$ cat config.mk
export PLATFORM = sky130hd
export DESIGN_NAME = btn_event_ctrl
export DESIGN_NICKNAME = d
export VERILOG_FILES = /design/src/rtl/btn_event_ctrl.sv
export SDC_FILE = /design/constraint.sdc
export NUM_CORES = 1
export LEC_CHECK = 0
export CORE_MARGIN = 2
export CORE_UTILIZATION = 50
export CTS_BUF_LIST = sky130_fd_sc_hd__clkbuf_4 sky130_fd_sc_hd__clkbuf_8
export CTS_CLUSTER_DIAMETER = 50
export DETAILED_ROUTE_END_ITERATION = 8
export HOLD_SLACK_MARGIN = 0.12
export PLACE_DENSITY_LB_ADDON = 0.1
export SKIP_CTS_REPAIR_TIMING = 1
export SKIP_LAST_GASP = 1
export SYNTH_ARGS = -nofsm -noshare
export SYNTH_HDL_FRONTEND = slang
export SYNTH_SLANG_ARGS = --single-unit
$ cat constraint.sdc
create_clock -name clk -period 5.7 [get_ports clk]
set_clock_uncertainty 0.05 [all_clocks]
set_input_delay 1.14 -clock clk [delete_from_list [all_inputs] [get_ports clk]]
set_output_delay 1.14 -clock clk [all_outputs]
set_load 0.1 [all_outputs]
$ cat src/rtl/btn_event_ctrl.sv
// btn_event_ctrl: turns debounced pushbutton levels into a FWFT queue of
// PRESS / RELEASE / REPEAT events for the CPU. A shared tick drives per-button
// hold timers; a fixed-priority scheduler writes at most one event per cycle.
module btn_event_ctrl #(
  parameter int unsigned CLK_FREQUENCY_HZ  = 50_000_000,
  parameter int unsigned TICK_FREQUENCY_HZ = 1000,
  parameter int unsigned LONG_PRESS_TICKS  = 500,
  parameter int unsigned REPEAT_TICKS      = 100,
  parameter int unsigned FIFO_DEPTH        = 8,
  parameter int unsigned SIMULATE          = 0,
  parameter int unsigned SIMULATE_TICK_CNT = 5
) (
  input  logic       clk,
  input  logic       reset,
  input  logic [5:0] pbtn_db,
  input  logic [5:0] repeat_en,
  input  logic       evt_rd,
  input  logic       clr_ovf,
  output logic       evt_valid,
  output logic [7:0] evt_data,
  output logic [4:0] evt_count,
  output logic       evt_ovf
);

  localparam int unsigned TOP_INT = (SIMULATE != 0) ? SIMULATE_TICK_CNT
                                    : (CLK_FREQUENCY_HZ / TICK_FREQUENCY_HZ) - 1;
  localparam logic [31:0] TICK_TOP = 32'(TOP_INT);
  localparam logic [16:0] LONG_V   = 17'(LONG_PRESS_TICKS);
  localparam logic [16:0] REP_V    = 17'(REPEAT_TICKS);
  localparam logic [4:0]  DEPTH_V  = 5'(FIFO_DEPTH);
  localparam int unsigned AW       = (FIFO_DEPTH > 1) ? $clog2(FIFO_DEPTH) : 1;

  // Tick generator
  logic [31:0] tick_cnt_q, tick_cnt_d;
  logic        tick_s;

  // Edge detection
  logic [5:0] prev_q;
  logic       arm_q;
  logic [5:0] rise_s, fall_s;

  // Hold timers; nrep is one bit wider so the advanced compare value cannot wrap
  logic [15:0] hold_q [6];
  logic [15:0] hold_d [6];
  logic [16:0] nrep_q [6];
  logic [16:0] nrep_d [6];
  logic [5:0]  active_q, active_d;
  logic [5:0]  rep_set_s;

  // Pending events and scheduler
  logic [5:0] press_q, press_d, rep_q, rep_d, rel_q, rel_d;
  logic [5:0] gnt_p_s, gnt_r_s, gnt_l_s;
  logic       found_s, merge_s;
  logic [7:0] wdata_s;

  // FIFO
  logic [7:0]    mem_q [FIFO_DEPTH];
  logic [AW-1:0] wr_ptr_q, wr_ptr_d, rd_ptr_q, rd_ptr_d;
  logic [4:0]    count_q, count_d;
  logic          pop_s, push_s, drop_s, full_s;
  logic [7:0]    head_d;
  logic          ovf_q, ovf_d;

  // Output registers
  logic       evt_valid_q;
  logic [7:0] evt_data_q;
  logic [4:0] evt_count_q;

  // Tick counter next state and terminal-count pulse
  always_comb begin
    tick_s = (tick_cnt_q == TICK_TOP);
    if (tick_s) begin
      tick_cnt_d = 32'd0;
    end else begin
      tick_cnt_d = tick_cnt_q + 32'd1;
    end
  end

  // Edge detection, masked during the prev-load cycle after reset
  always_comb begin
    if (arm_q) begin
      rise_s = 6'b000000;
      fall_s = 6'b000000;
    end else begin
      rise_s = pbtn_db & ~prev_q;
      fall_s = ~pbtn_db & prev_q;
    end
  end

  // Per-button hold timer and repeat compare value
  always_comb begin
    hold_d    = hold_q;
    nrep_d    = nrep_q;
    active_d  = active_q;
    rep_set_s = 6'b000000;
    for (int i = 0; i < 6; i++) begin
      if (rise_s[i]) begin
        hold_d[i]   = 16'd0;
        nrep_d[i]   = LONG_V;
        active_d[i] = 1'b1;
      end else if (fall_s[i]) begin
        active_d[i] = 1'b0;
      end else if (active_q[i] && tick_s && (hold_q[i] != 16'hFFFF)) begin
        hold_d[i] = hold_q[i] + 16'd1;
        // Advance the compare even when repeat is disabled so re-enabling keeps cadence
        if ({1'b0, hold_d[i]} == nrep_q[i]) begin
          nrep_d[i]    = nrep_q[i] + REP_V;
          rep_set_s[i] = repeat_en[i];
        end else begin
          nrep_d[i] = nrep_q[i];
        end
      end else begin
        hold_d[i] = hold_q[i];
      end
    end
  end

  // Fixed-priority grant: lowest button first, PRESS > REPEAT > RELEASE
  always_comb begin
    found_s = 1'b0;
    gnt_p_s = 6'b000000;
    gnt_r_s = 6'b000000;
    gnt_l_s = 6'b000000;
    wdata_s = 8'h00;
    for (int i = 0; i < 6; i++) begin
      if (!found_s) begin
        if (press_q[i]) begin
          gnt_p_s[i] = 1'b1;
          found_s    = 1'b1;
          wdata_s    = {2'b01, 3'b000, 3'(i)};
        end else if (rep_q[i]) begin
          gnt_r_s[i] = 1'b1;
          found_s    = 1'b1;
          wdata_s    = {2'b11, 3'b000, 3'(i)};
        end else if (rel_q[i]) begin
          gnt_l_s[i] = 1'b1;
          found_s    = 1'b1;
          wdata_s    = {2'b10, 3'b000, 3'(i)};
        end else begin
          found_s = 1'b0;
        end
      end else begin
        found_s = 1'b1;
      end
    end
  end

  // Pending bits: granted bits clear, new events set, re-set while pending merges
  always_comb begin
    press_d = (press_q & ~gnt_p_s) | rise_s;
    rep_d   = (rep_q & ~gnt_r_s) | rep_set_s;
    rel_d   = (rel_q & ~gnt_l_s) | fall_s;
    merge_s = |((press_q & ~gnt_p_s & rise_s) |
                (rep_q & ~gnt_r_s & rep_set_s) |
                (rel_q & ~gnt_l_s & fall_s));
  end

  // FIFO control, occupancy and next head word for the registered FWFT output
  always_comb begin
    pop_s    = evt_rd & (count_q != 5'd0);
    full_s   = (count_q == DEPTH_V);
    push_s   = found_s & (~full_s | pop_s);
    drop_s   = found_s & full_s & ~pop_s;
    rd_ptr_d = pop_s ? (rd_ptr_q + AW'(1)) : rd_ptr_q;
    wr_ptr_d = push_s ? (wr_ptr_q + AW'(1)) : wr_ptr_q;
    case ({push_s, pop_s})
      2'b10:   count_d = count_q + 5'd1;
      2'b01:   count_d = count_q - 5'd1;
      default: count_d = count_q;
    endcase
    if (count_d == 5'd0) begin
      head_d = 8'h00;
    end else if ((count_q == 5'd0) || (pop_s && (count_q == 5'd1))) begin
      head_d = wdata_s;
    end else begin
      head_d = mem_q[rd_ptr_d];
    end
    if (drop_s || merge_s) begin
      ovf_d = 1'b1;
    end else if (clr_ovf) begin
      ovf_d = 1'b0;
    end else begin
      ovf_d = ovf_q;
    end
  end

  // Control state registers with synchronous reset
  always_ff @(posedge clk) begin
    if (reset) begin
      tick_cnt_q  <= 32'd0;
      prev_q      <= 6'b000000;
      arm_q       <= 1'b1;
      active_q    <= 6'b000000;
      press_q     <= 6'b000000;
      rep_q       <= 6'b000000;
      rel_q       <= 6'b000000;
      wr_ptr_q    <= '0;
      rd_ptr_q    <= '0;
      count_q     <= 5'd0;
      ovf_q       <= 1'b0;
      evt_valid_q <= 1'b0;
      evt_data_q  <= 8'h00;
      evt_count_q <= 5'd0;
      for (int i = 0; i < 6; i++) begin
        hold_q[i] <= 16'd0;
        nrep_q[i] <= LONG_V;
      end
    end else begin
      tick_cnt_q  <= tick_cnt_d;
      prev_q      <= pbtn_db;
      arm_q       <= 1'b0;
      active_q    <= active_d;
      press_q     <= press_d;
      rep_q       <= rep_d;
      rel_q       <= rel_d;
      wr_ptr_q    <= wr_ptr_d;
      rd_ptr_q    <= rd_ptr_d;
      count_q     <= count_d;
      ovf_q       <= ovf_d;
      evt_valid_q <= (count_d != 5'd0);
      evt_data_q  <= head_d;
      evt_count_q <= count_d;
      for (int i = 0; i < 6; i++) begin
        hold_q[i] <= hold_d[i];
        nrep_q[i] <= nrep_d[i];
      end
    end
  end

  // FIFO storage, written only on an accepted push
  always_ff @(posedge clk) begin
    if (push_s) begin
      mem_q[wr_ptr_q] <= wdata_s;
    end
  end

  assign evt_valid = evt_valid_q;
  assign evt_data  = evt_data_q;
  assign evt_count = evt_count_q;
  assign evt_ovf   = ovf_q;

endmodule

# [After elaboration in Yosys (flattened, before gate mapping)]
# Memories as Yosys holds them, arrays and structs flattened.
# Cells that the tools add are included.
[totals] inputBits=16 mem_bits_ro=0 mem_bits_rw=64 word_cells=280 latchBits=0 output_inout_bits=15 memories=1 ff_bits=282
[op_classes] shift=0 muxes=137 div_mod_pow=0 n_addsub=17 magnitude_cmp=0 multipliers=0 n_reduce_logical=47 n_eq_ne=17 bitwise_logic=31
[memory_table] memory="mem_q" depth=8 width=8 rd=1 rd_clocked_by_memory_dff=0 write_ports=1 line="57" source="logic [7:0] mem_q [FIFO_DEPTH];"
[op_table] operator="$mux 8" n=24
[op_table] operator="$mux 1" n=109
[op_table] operator="$add 17x7->17 const B" n=6
[op_table] operator="$eq 16x17->1" n=6
[op_table] operator="$add 16x1->16 const B" n=6
[op_table] operator="$ne 16x16->1 const B" n=6
[op_table] operator="$and 6x6->6" n=8
[op_table] operator="$add 32x1->32 const B" n=1
[op_table] operator="$eq 32x16->1 const B" n=1
[op_table] operator="$not 6->6" n=5
[op_table] operator="$or 6x6->6" n=5
[op_table] operator="$reduce_and 3->1" n=6
[op_table] operator="$reduce_or 2->1" n=8
[op_table] operator="$reduce_bool 2->1" n=7
[op_table] operator="$logic_and 1x1->1" n=13
[op_table] operator="$mux 6" n=2
[op_table] operator="$reduce_and 2->1" n=6
[op_table] operator="$logic_not 5->1" n=2
[op_table] operator="$pmux 5 s2" n=1
[op_table] operator="$reduce_bool 5->1" n=2
[op_table] operator="$not 1->1" n=8
[op_table] operator="$add 3x1->3 const B" n=2
[op_table] operator="$reduce_or 6->1" n=1
[op_table] operator="$add 5x1->5 const B" n=1
[op_table] operator="other kinds (9)" n=13

# [Logic depth before layout (Yosys ltp)]
[depth] ltp_word=24 mapped_depth=13 ltp_nobuf=11

# [Worst setup path before layout]
# No wires, ideal clock.
[synth_timing] kind="register -> register" start="register, netlist name evt_count[0]" end="register evt_data_q[1] (netlist: evt_data[1])" setup_time_ps=116 period_less_slack_ps=3512 path_slack_ps=2188 n_path_buf=0 t_required_ps=5534 path_stages_with_launch=12 t_arrival_ps=3346 path_cell_list="dfxtp_1 -> inv_1 -> ha_1 -> inv_1 -> o41ai_2 -> nor4_1 -> nand2_1 -> o21ai_0 -> a22oi_1 -> nor4_1 -> nor2_1 -> o211a_1"
[synth_rtl] element="end signal: assignment" line="202" source="evt_data_q <= 8'h00;"
[synth_rtl] element="end signal: assignment" line="221" source="evt_data_q <= head_d;"
[synth_rtl] element="end: declaration" line="66" source="logic [7:0] evt_data_q;"

# [Worst setup path in the final report]
[layout_timing] start="register tick_cnt_q[14]" end="register ovf_q (netlist: evt_ovf)"
[layout_between] elab_chain_cells=12 word_cells_on_any_way=38 cone_classes="1 x eq/ne; 19 x mux; 3 x bitwise; 15 x reduce/logical"
[layout_lines] element="start: declaration" line="34" source="logic [31:0] tick_cnt_q, tick_cnt_d;"
[layout_lines] element="start signal: assignment" line="209" source="tick_cnt_q <= tick_cnt_d;"
[layout_lines] element="$eq 32x16->1 *" line="71" source="tick_s = (tick_cnt_q == TICK_TOP);"
[layout_lines] element="$logic_and 1x1->1 (2 in a row)" line="103" source="end else if (active_q[i] && tick_s && (hold_q[i] != 16'hFFFF)) begin"
[layout_lines] element="$mux 1" line="103"
[layout_lines] element="$mux 1" line="101" source="end else if (fall_s[i]) begin"
[layout_lines] element="$mux 1" line="97" source="if (rise_s[i]) begin"
[layout_lines] element="$and 6x6->6 *" line="154" source="(rep_q & ~gnt_r_s & rep_set_s) |"
[layout_lines] element="$or 6x6->6 *" line="153" source="merge_s = |((press_q & ~gnt_p_s & rise_s) |"
[layout_lines] element="$or 6x6->6 *" line="154"
[layout_lines] element="$reduce_or 6->1 *" line="153"
[layout_lines] element="$logic_or 1x1->1 *" line="178" source="if (drop_s || merge_s) begin"
[layout_lines] element="$mux 1 or $reduce_bool 2->1 (tied branches)"
[layout_lines] element="end signal: assignment" line="219" source="ovf_q <= ovf_d;"
[layout_lines] element="end: declaration" line="62" source="logic ovf_q, ovf_d;"
# Mark *: on every way between the ends. The rest lies on a longest branch, timed or not.
# A chain may end at the register's enable or synchronous reset.

==> out/results.tsv <==
stage	metric	value	unit
worst_hold_path	holdPathStages	1	
layout	regArea	6550	um^2
synth	synth_area_per_cell	8.45	um^2
floorplanning	die_x	186	um
synth	synth_cell_types	74	
layout	num_antenna_cells	0	
grt	grt_max_degree	36	
worst_setup_path	endpoint_kind	register	
layout	most-common-layout-cells	nor2_1, dfxtp_1, nand2_1	
status	outcome	finished clean	
synth	async_flop_share	0	
floorplanning	core	32500	um^2
routing	num_vias	13600	
worst_setup_path	rr_endpoint	evt_ovf	
cts	path_clk_slew	0.06	ns
timing	finalCritPeriodShare	0.745	
cts	ctsRootBufferMaster	clkbuf_8	
floorplanning	num_io_pins	31	
worst_setup_path	reg2reg_depth	9	
worst_hold_path	min_from	tick_cnt_q[0]	
worst_setup_path	crit_family	simple AND/OR/NAND/NOR gates	
worst_setup_path	crit_type	reg2reg	
grt	track_usage	0.225	
synth	ys_dominant_reg_cell	dfxtp_1	
worst_setup_path	r2r-start	tick_cnt_q[14]	
power	ir_drop	0.300	mV
worst_setup_path	path_buf_inv	0	
routing	wirelength	38.0	mm
synth	syn-cell-area	16500	um^2
timing	finalMaxSlewViolations	0	
cts	cts_buffers	53	
layout	area_growth	10.4	%
grt	antenna_found_initial	0	
synth	synth_edf_count	40	
layout	nNetsFinal	1993	
cts	clk_latency	0.60	ns
timing	rsz0062_at_grt	false	
routing	drcViolationCount	0	
layout	fillers	3087	
floorplanning	start_util	0.508	
routing	drtAntennaViolNets	0	
timing	finalCriticalPeriod	4.24	ns
worst_setup_path	crit_slowest_cell	a2111oi_4	
routing	drt_iter0_drc	794	
cts	clock_path_buffers	3	
timing	setup_viol_count_final	0	
cts	tritoncts	built	
worst_setup_path	critPathMaxStageDelay	0.90	ns
grt	grt_pass1_wl	63.7	mm
worst_setup_path	crit_top_cell	or4_1	
routing	post_drt_via_cell_ratio	5.58	
worst_setup_path	crit_chain	nand2_1, or4_1, or4_1, a311oi_4, o2111ai_1, a2111oi_4, nand3_1, or2_2, a31oi_1	
cts	htree_levels	2	
worst_setup_path	worstPathRequired	6.17	ns
layout	multiInputGateArea	9500	um^2
synth	yosysWarnings	0	
placed_design	portBuffers	27	
worst_setup_path	startpoint_type	register	
grt	grt_pass1_vias	12900	
power	leakage	0.00619	uW
layout	drive_above_1_share	0.0722	
grt	grt_overflow	0	
synth	ys_seq_area_frac	0.396	
worst_setup_path	r2r_setup_slack	1.46	ns
job	maxCapViolations	0	
worst_hold_path	hold_path.class	reg2reg	
floorplanning	die_y	186	um
timing	finalSetupTns	0	ns
cts	cts_sinks	307	
placed_design	place_congestion	0.894	
power	power	5420	uW
synth	syn_inst	1956	
routing	wl_per_cell	15.6	um
power	pwr_density_cell	297	nW/um^2
timing	slew_headroom	0.220	
worst_setup_path	crit_arrival	4.71	ns
timing	finalHoldViolCount	0	
floorplanning	dieArea	34500	um^2
timing	tightest_slew	1.17	ns
placed_design	hpwlAfterDp	27.0	mm
synth	ys_ff_latch	307	
worst_hold_path	min_to	tick_cnt_q[0]	
floorplanning	std_cell_rows	66	
timing	fmax	0.236	GHz
layout	final_common_cell	nor2_1	
worst_setup_path	critPathMaxFanout	15	
routing	drtPass1Iterations	5	
## report_power, final
group | internal (uW) | total [uW] | switching, uW
Combinational | 298 | 857 | 559
Clock | 1320 | 2230 | 905
Sequential | 2280 | 2340 | 59.2
## metal layers
metal	up-vias	track usage	wire (um)
met2	246	0.367	17100
met5	-	0	0
met3	63	0.0368	1720
met4	0	0.0718	925
li1	6875	-	-
met1	6409	0.303	18200
## cells by family (layout without fill, tap and decap cells)
family	after synthesis	count (layout)	synth area share
buffers and inverters	125	161	0.0303
XOR/XNOR	282	282	0.149
AO/OA/AOI/OAI	227	227	0.0893
flip-flops	307	307	0.396
AND/OR/NAND/NOR	955	955	0.288
other	1	3	0.000227
multiplexers	39	39	0.0313
adder cells (fa/ha/maj)	20	20	0.0151
## worst register-to-register path: cells and delay by family, from the launching register on
kind	cells	cell delay, ns
AO/OA/AOI/OAI	4	1.63
flip-flops	1	0.40
AND/OR/NAND/NOR	5	2.10
## how the worst max path moves through the flow
stage,from,endpoint,cells past startpoint
finish,tick_cnt_q[14],evt_ovf,9
detailed placement,pbtn_db[3],evt_ovf,9
global placement,pbtn_db[3],evt_ovf,9
CTS,tick_cnt_q[14],evt_ovf,9
global route,tick_cnt_q[14],evt_ovf,9
floorplan,evt_count[0],evt_data[1],11
## Yosys cell counts, drive strengths merged (3+ instances only)
master	n	area, um^2
nand2b	13	81.3
a31oi	18	113
nor4	40	265
o31ai	8	60.1
nor4b	10	87.6
nand4	49	307
a21oi	71	355
xor2	120	1050
nor3b	22	165
o21a	5	37.5
or2	10	62.6
and3	46	288
nand2	187	702
xnor2	162	1420
nor3	68	345
o21ai	55	275
nand3	111	566
mux2i	28	280
o2111ai	3	26.3
buf	22	114
or4	13	97.6
o22ai	3	18.8
and4	12	105
a32oi	4	35.0
a311oi	8	87.6
a211o	3	26.3
edfxtp	40	1200
a211oi	8	60.1
o211ai	7	52.6
o221ai	3	26.3
dfxtp	267	5350
or4b	4	40.0
clkbuf	72	270
inv	31	116
or3b	5	43.8
nor2	276	1040
or3	39	244
mux4	10	225
a2bb2oi	3	26.3
nor2b	26	163
ha	20	250
and2	17	106
## area by class of cell
cell class | count | share of cell area
clock inverters | 15 | 0.0112
inverters | 31 | 0.00638
flip-flops and latches | 307 | 0.359
well taps | 442 | 0.0303
clock buffers | 77 | 0.0536
repair buffers | 38 | 0.0191
multi-input cells | 1526 | 0.521
## flip-flops by register name (all words and copies together), names as in the netlist, 32 cells and up
| name | count |
|---|---|
| hold_q | 96 |
| mem_q | 40 |
| nrep_q | 90 |
| tick_cnt_q | 32 |
## metrics by stage
step | instance area [um^2] | hold slack (ns) | setup slack (ns) | std cells | util
2_1_floorplan | 16500 | 0.368 | 2.19 | 1958 | -
3_3_place_gp | 17100 | 0.376 | 1.51 | 2344 | 0.524
3_5_place_dp | 17100 | 0.392 | 1.41 | 2344 | 0.524
4_1_cts | 18200 | 0.405 | 1.54 | 2436 | 0.561
5_1_grt | 18200 | 0.429 | 1.32 | 2436 | 0.561
6_report | 18200 | 0.401 | 1.46 | 2436 | 0.561
Note: power is estimated with default switching activity, not from simulation.
